[src/rtl/vector8_sequencer.sv]
// Vector-8 fetch/decode/execute sequencer: fetches two-byte instructions from a
// synchronous memory, drives the external ALU and performs store/jump/halt itself.
module vector8_sequencer #(
  parameter logic [7:0] RESET_PC = 8'h00
) (
  input  logic       clk,
  input  logic       rst,
  input  logic       run,
  output logic [7:0] mem_addr,
  input  logic [7:0] mem_rdata,
  output logic [7:0] mem_wdata,
  output logic       mem_we,
  output logic [4:0] alu_opcode,
  output logic [7:0] alu_a,
  output logic [7:0] alu_b,
  input  logic [7:0] alu_out,
  input  logic       alu_zero,
  output logic [7:0] acc_out,
  output logic [7:0] pc_out,
  output logic       zflag,
  output logic       halted
);

  typedef enum logic [2:0] {
    S_FETCH,
    S_LOAD_OP,
    S_LOAD_ARG,
    S_EXEC,
    S_HALT
  } state_e;

  localparam logic [4:0] OP_ALU_LO = 5'h01;
  localparam logic [4:0] OP_ALU_HI = 5'h0C;
  localparam logic [4:0] OP_STA    = 5'h10;
  localparam logic [4:0] OP_JMP    = 5'h11;
  localparam logic [4:0] OP_JZ     = 5'h12;
  localparam logic [4:0] OP_HLT    = 5'h1F;

  state_e     state_q, state_d;
  logic [7:0] pc_q, pc_d;
  logic [4:0] ir_q, ir_d;
  logic [7:0] arg_q, arg_d;
  logic [7:0] acc_q, acc_d;
  logic       zflag_q, zflag_d;
  logic       halted_q, halted_d;
  logic       sta_exec;

  assign sta_exec = (state_q == S_EXEC) && (ir_q == OP_STA);

  // A stalled STA keeps its address on the bus but must not strobe the write.
  assign mem_we    = sta_exec && run;
  assign mem_addr  = sta_exec ? arg_q : pc_q;
  assign mem_wdata = mem_we ? acc_q : 8'h00;

  assign alu_opcode = ir_q;
  assign alu_a      = acc_q;
  assign alu_b      = arg_q;
  assign acc_out    = acc_q;
  assign pc_out     = pc_q;
  assign zflag      = zflag_q;
  assign halted     = halted_q;

  always_comb begin
    // NOTE: every _d starts as its _q so no branch below can leave one unassigned and infer a latch.
    state_d  = state_q;
    pc_d     = pc_q;
    ir_d     = ir_q;
    arg_d    = arg_q;
    acc_d    = acc_q;
    zflag_d  = zflag_q;
    halted_d = halted_q;
    if (run) begin
      case (state_q)
        S_FETCH: begin
          pc_d    = pc_q + 8'd1;
          state_d = S_LOAD_OP;
        end
        S_LOAD_OP: begin
          ir_d    = mem_rdata[4:0];
          pc_d    = pc_q + 8'd1;
          state_d = S_LOAD_ARG;
        end
        S_LOAD_ARG: begin
          arg_d   = mem_rdata;
          state_d = S_EXEC;
        end
        S_EXEC: begin
          state_d = S_FETCH;
          if (ir_q inside {[OP_ALU_LO:OP_ALU_HI]}) begin
            acc_d   = alu_out;
            zflag_d = alu_zero;
          end else if (ir_q == OP_JMP) begin
            pc_d = arg_q;
          end else if (ir_q == OP_JZ) begin
            if (zflag_q) pc_d = arg_q;
          end else if (ir_q == OP_HLT) begin
            state_d  = S_HALT;
            halted_d = 1'b1;
          end
        end
        default: ; // S_HALT only leaves through reset
      endcase
    end
  end

  // NOTE: sequential state uses non-blocking assignments so every flop samples pre-edge values.
  always_ff @(posedge clk or posedge rst) begin
    if (rst) begin
      state_q  <= S_FETCH;
      pc_q     <= RESET_PC;
      ir_q     <= 5'h00;
      arg_q    <= 8'h00;
      acc_q    <= 8'h00;
      zflag_q  <= 1'b0;
      halted_q <= 1'b0;
    end else begin
      state_q  <= state_d;
      pc_q     <= pc_d;
      ir_q     <= ir_d;
      arg_q    <= arg_d;
      acc_q    <= acc_d;
      zflag_q  <= zflag_d;
      halted_q <= halted_d;
    end
  end

endmodule
[config.mk]
export PLATFORM = sky130hd
export DESIGN_NAME = vector8_sequencer
export DESIGN_NICKNAME = d
export VERILOG_FILES = /design/src/rtl/vector8_sequencer.sv
export SDC_FILE = /design/constraint.sdc
export NUM_CORES = 1
export LEC_CHECK = 0
export ABC_AREA = 1
export BUFFER_PORTS_ARGS = -buffer_cell sky130_fd_sc_hd__buf_2
export CAP_MARGIN = 25
export CELL_PAD_IN_SITES_DETAIL_PLACEMENT = 1
export CELL_PAD_IN_SITES_GLOBAL_PLACEMENT = 1
export CORE_UTILIZATION = 36
export CTS_CLUSTER_DIAMETER = 150
export CTS_CLUSTER_SIZE = 40
export DETAILED_ROUTE_END_ITERATION = 8
export GPL_ROUTABILITY_DRIVEN = 0
export PLACE_DENSITY_LB_ADDON = 0.05
export SKIP_CTS_REPAIR_TIMING = 1
export SYNTH_ARGS = -nofsm -noshare
export SYNTH_HDL_FRONTEND = slang
export SYNTH_SLANG_ARGS = --single-unit
[constraint.sdc]
create_clock -name clk -period 2.7 [get_ports clk]
set_clock_uncertainty 0.1 [all_clocks]
set_input_delay 0.135 -clock clk [delete_from_list [all_inputs] [get_ports clk]]
set_output_delay 0.135 -clock clk [all_outputs]
set_load 0.005 [all_outputs]
# Yosys cells after proc, flatten, opt, wreduce, memory -nomap -nowiden
# Cells that the tools add are included.
# totals
register_bits,34
elab_cells,48
# classes
n_addsub,1
n_lt_le_gt_ge,2
n_eq_ne,10
muxes,12
bitwise,3
reduce_logical,13
# op_table
cell,n
$mux W8,6
$eq A5 B5 Y1 const B,4
$pmux W8 S2,1
$mux W3,4
$pmux W3 S4,1
$add A8 B1 Y8 const B,1
$eq A3 B2 Y1 const B,2
$reduce_and A2 Y1,3
$reduce_and A6 Y1,1
$ge A5 B1 Y1 const B,1
$le A5 B4 Y1 const B,1
$reduce_and A5 Y1,1
$reduce_bool A4 Y1,1
$eq A3 B1 Y1 const B,1
$logic_and A1 B1 Y1,3
$logic_not A3 Y1,1
$ne A3 B1 Y1 const B,1
$ne A3 B2 Y1 const B,1
$not A1 Y1,3
$reduce_and A3 Y1,1
$ne A2 B2 Y1 const B,1
$reduce_bool A2 Y1,1
$reduce_or A2 Y1,1

# Logic depth before layout (Yosys ltp)
# depth
depth_word,6
depth_mapped,9
ltp_nobuf,9

# Worst setup path after synthesis
# Ideal clock, no wire load.
# synth_path
path_kind,reg2out
from,register ir_q[1] (netlist: alu_opcode[1])
to,output port mem_addr[5]
arrival_time_ns,1.217
required_ns,2.465
slack_ns,1.248
stages_incl_launch_ff,8
n_path_buf,1
cell_sequence,dfrtp_1 -> nor2_2 -> nor2b_4 -> nand2_4 -> nor2_4 -> buf_6 -> nand2_1 -> o21ai_0
# synth_via
elab_chain_len,3
# synth_lines
item,line,text
from (decl),41,"logic [4:0] ir_q, ir_d;"
from (signal assigned),119,ir_q <= ir_d;
$eq A5 B5 Y1,48,assign sta_exec = (state_q == S_EXEC) && (ir_q == OP_STA);
$logic_and A1 B1 Y1,48,
$mux W8,52,assign mem_addr = sta_exec ? arg_q : pc_q;
to (decl),9,"output logic [7:0] mem_addr,"
# Every way passes these cells.

# Worst setup path after layout
# layout_path
from,register ir_q[1] (netlist: alu_opcode[1])
to,output port mem_wdata[4]
# layout_via
elab_chain_len,4
# layout_lines
item,line,text
$eq A5 B5 Y1,48,
$logic_and A1 B1 Y1,48,
$logic_and A1 B1 Y1,51,assign mem_we = sta_exec && run;
$mux W8,53,assign mem_wdata = mem_we ? acc_q : 8'h00;
to (decl),11,"output logic [7:0] mem_wdata,"
# Every way passes these cells.

==> results_dict.tcl <==
set metrics [dict create \
    cts.clk_slew.worst_paths_ps 70 \
    finalCriticalPeriod_ps 2149 \
    antenna_found_initial 0 \
    cts_tree "done" \
    io_buffers 75 \
    cp.arrival_ps 1910 \
    clock.fmax_ghz 0.4654 \
    core_area_um2 5140 \
    cp-end-kind "output pin" \
    reg2reg_depth 6 \
    finalHoldViolCount 4 \
    syn_nets 275 \
    crit_type "reg2out" \
    worst_slew_pin_slew_ps 751.1 \
    post-route-period-util 0.7958 \
    synth_cell_type_count 27 \
    fin_tns_setup_ps 0 \
    cts.sinks 34 \
    ff_latch_area_um2 850.8 \
    wl_met2_mm 2.373 \
    fp.dieW_um 75.33 \
    setup_violations 0 \
    synth.ff_latch_count 34 \
    worstReg2RegEnd "acc_out[3]$_DFFE_PP0P_" \
    crit_chain "nor2_2 -> nor2b_4 -> nand2_4 -> nor2_4 -> nand2_2 -> nor2_1 -> buf_2" \
    yosysTopAreaCellShare 0.4396 \
    vias_per_cell 4.546 \
    ant_nets 0 \
    finalWirelength_mm 5.198 \
    die_y_um 75.33 \
    slew_viol_final 0 \
    required_ps 2470 \
    cts_buffers 5 \
    slowest_stage "dfrtp_1" \
    syn_area_per_cell_um2 7.620 \
    cts_buffer_depth 2 \
    ys_top_cells_by_area "dfrtp_1 44%, nand2_1 18%, o21ai_0 5.9%, inv_1 5.4%, nand3_1 4.9%" \
    vias 1832 \
    postLayoutSetupSlackWorst_ps 551.3 \
    grt_max_degree 21 \
    setup.worst_path.start "alu_opcode[1]$_DFFE_PP0P_" \
    yosys_warnings 0 \
    layout_common_cells "94 x nand2_1, 75 x buf_2, 34 x dfrtp_1" \
    htreeDepth 2 \
    core.rowCount 26 \
    p_leak_nw 1.440 \
    status "finished with violations" \
    worst_hold_slack_ps -20.36 \
    die-area_um2 5674 \
    first_pass_iters 4 \
    cp_max_fo 15 \
    post-dp-hpwl_mm 3.887 \
    drc 0 \
    grt_pass1_wl_mm 7.893 \
    m1WireLength_mm 2.536 \
    synthCells 254 \
    final_core_util 0.4852 \
    violations "negative hold slack" \
    num_io_pins 76 \
    wire_per_inst_um 12.90 \
    antenna_cells 0 \
    grt_overflow_total 0 \
    grt_pass1_vias 1628 \
    ir_drop_mv 0.2105 \
    preCtsSetupSlack_ps 838.0 \
    cp-endpoint "mem_wdata[4]" \
    start_kind "register" \
    cts-root-buf "clkbuf_8" \
    slew_headroom 0.4987 \
    layout.nets 353 \
    powerDensity_nw_per_um2 406.3 \
    dr.first_iter.drc_count 74 \
    hp-class "in2reg" \
    start_util 0.3766 \
    insertion_delay_ps 280 \
    final_common_cell "nand2_1" \
    rsz0062_at_grt "no" \
    syn_area_um2 1936 \
    fill_cells 712 \
    regToRegSetupSlack_ps 1080 \
    maxCapViolCount 0 \
    wl_met3_um 228 \
    syn2layout_area_growth_pct 28.83 \
    multiInputGateArea_um2 859.6 \
    yosysTopAreaCell "dfrtp_1" \
    crit-reg2reg-launch "alu_opcode[1]$_DFFE_PP0P_" \
    grt.total_usage 0.1902 \
    slowest_delay_ps 420 \
    top_layer "met4" \
    drive_above_1_share 0.3033 \
    yosysSeqAreaShare 0.4396 \
]
==> cell families after synthesis <==
kind of cell,count (synthesis),synth area share
AND/OR/NAND/NOR,144,0.3426
buffers and inverters,45,0.1164
flip-flops,34,0.4396
AO/OA/AOI/OAI,25,0.06852
multiplexers,3,0.01745
XOR/XNOR,2,0.009051
adder cells (fa/ha/maj),1,0.006463
==> synthesized netlist by cell type <==
library cell	number
dfrtp_1	34
a21oi_2	1
nor2_8	1
ha_1	1
nand2_2	2
nand2_1	94
or2_1	1
nor2_4	2
clkbuf_1	2
inv_1	28
nand2_4	2
nor2_1	16
mux2_2	3
nor2_2	1
o21ai_2	1
buf_4	9
nand4_1	2
buf_6	3
o21ai_0	23
inv_2	3
nand3_1	19
nor3_4	1
xnor2_1	1
nor2b_4	1
nor3_1	1
nand3_4	1
xor2_1	1
==> registers in the layout, summed over array words and instances (netlist names) <==
name / cells
state_q: 3
pc_out: 8
halted: 1
alu_b: 8
alu_opcode: 5
acc_out: 8
zflag: 1
==> how the worst min path moves through the flow <==
stage | start | end | slack (ps) | depth (start not counted)
after floorplan | rst | acc_out[0]$_DFFE_PP0P_ | 180 | 1
after global placement | rst | pc_out[7]$_DFFE_PP0P_ | 210 | 2
after detailed placement | rst | pc_out[7]$_DFFE_PP0P_ | 210 | 2
after CTS | rst | state_q[1]$_DFFE_PP0P_ | -90 | 2
after global routing | alu_out[1] | acc_out[1]$_DFFE_PP0P_ | 4 | 3
final | alu_out[7] | acc_out[7]$_DFFE_PP0P_ | -20 | 3
==> layer usage <==
metal	vias up	global-route usage
met2	47	0.2887
met1	846	0.2740
met4	0	0.05556
met5	-	0
li1	933	-
met3	6	0.03968
==> through the flow <==
| stage | cells | cell area [µm²] | total power (W) |
|---|---|---|---|
| after floorplan | 254 | 1936 | 0.0005355 |
| after global placement | 386 | 2297 | 0.0005554 |
| after detailed placement | 386 | 2297 | 0.0005563 |
| after CTS | 394 | 2404 | 0.001020 |
| after global routing | 403 | 2494 | 0.001053 |
| final | 403 | 2494 | 0.001013 |
==> report_power, final <==
part / switching (W) / total (W) / internal (W)
clock: 0.000182 / 0.000458 / 0.000276
combinational: 0.0000212 / 0.0000420 / 0.0000208
sequential: 0.00000247 / 0.000513 / 0.000511
total: 0.000206 / 0.00101 / 0.000808
==> final cells by class <==
class / count / area share
clock buffer: 7 / 0.03061
clock inverter: 1 / 0.01204
multi-input combinational: 175 / 0.3447
tap: 70 / 0.03512
inverter: 31 / 0.04666
sequential: 34 / 0.3412
timing repair buffer: 85 / 0.1897
==> worst max-delay path: cells and delay by family (launching register included) <==
family / cells / cell delay (ps)
buffers and inverters: 1 / 120
DFF: 1 / 420
and+or+nand+nor: 6 / 1080
(Power assumes the default switching activity.)
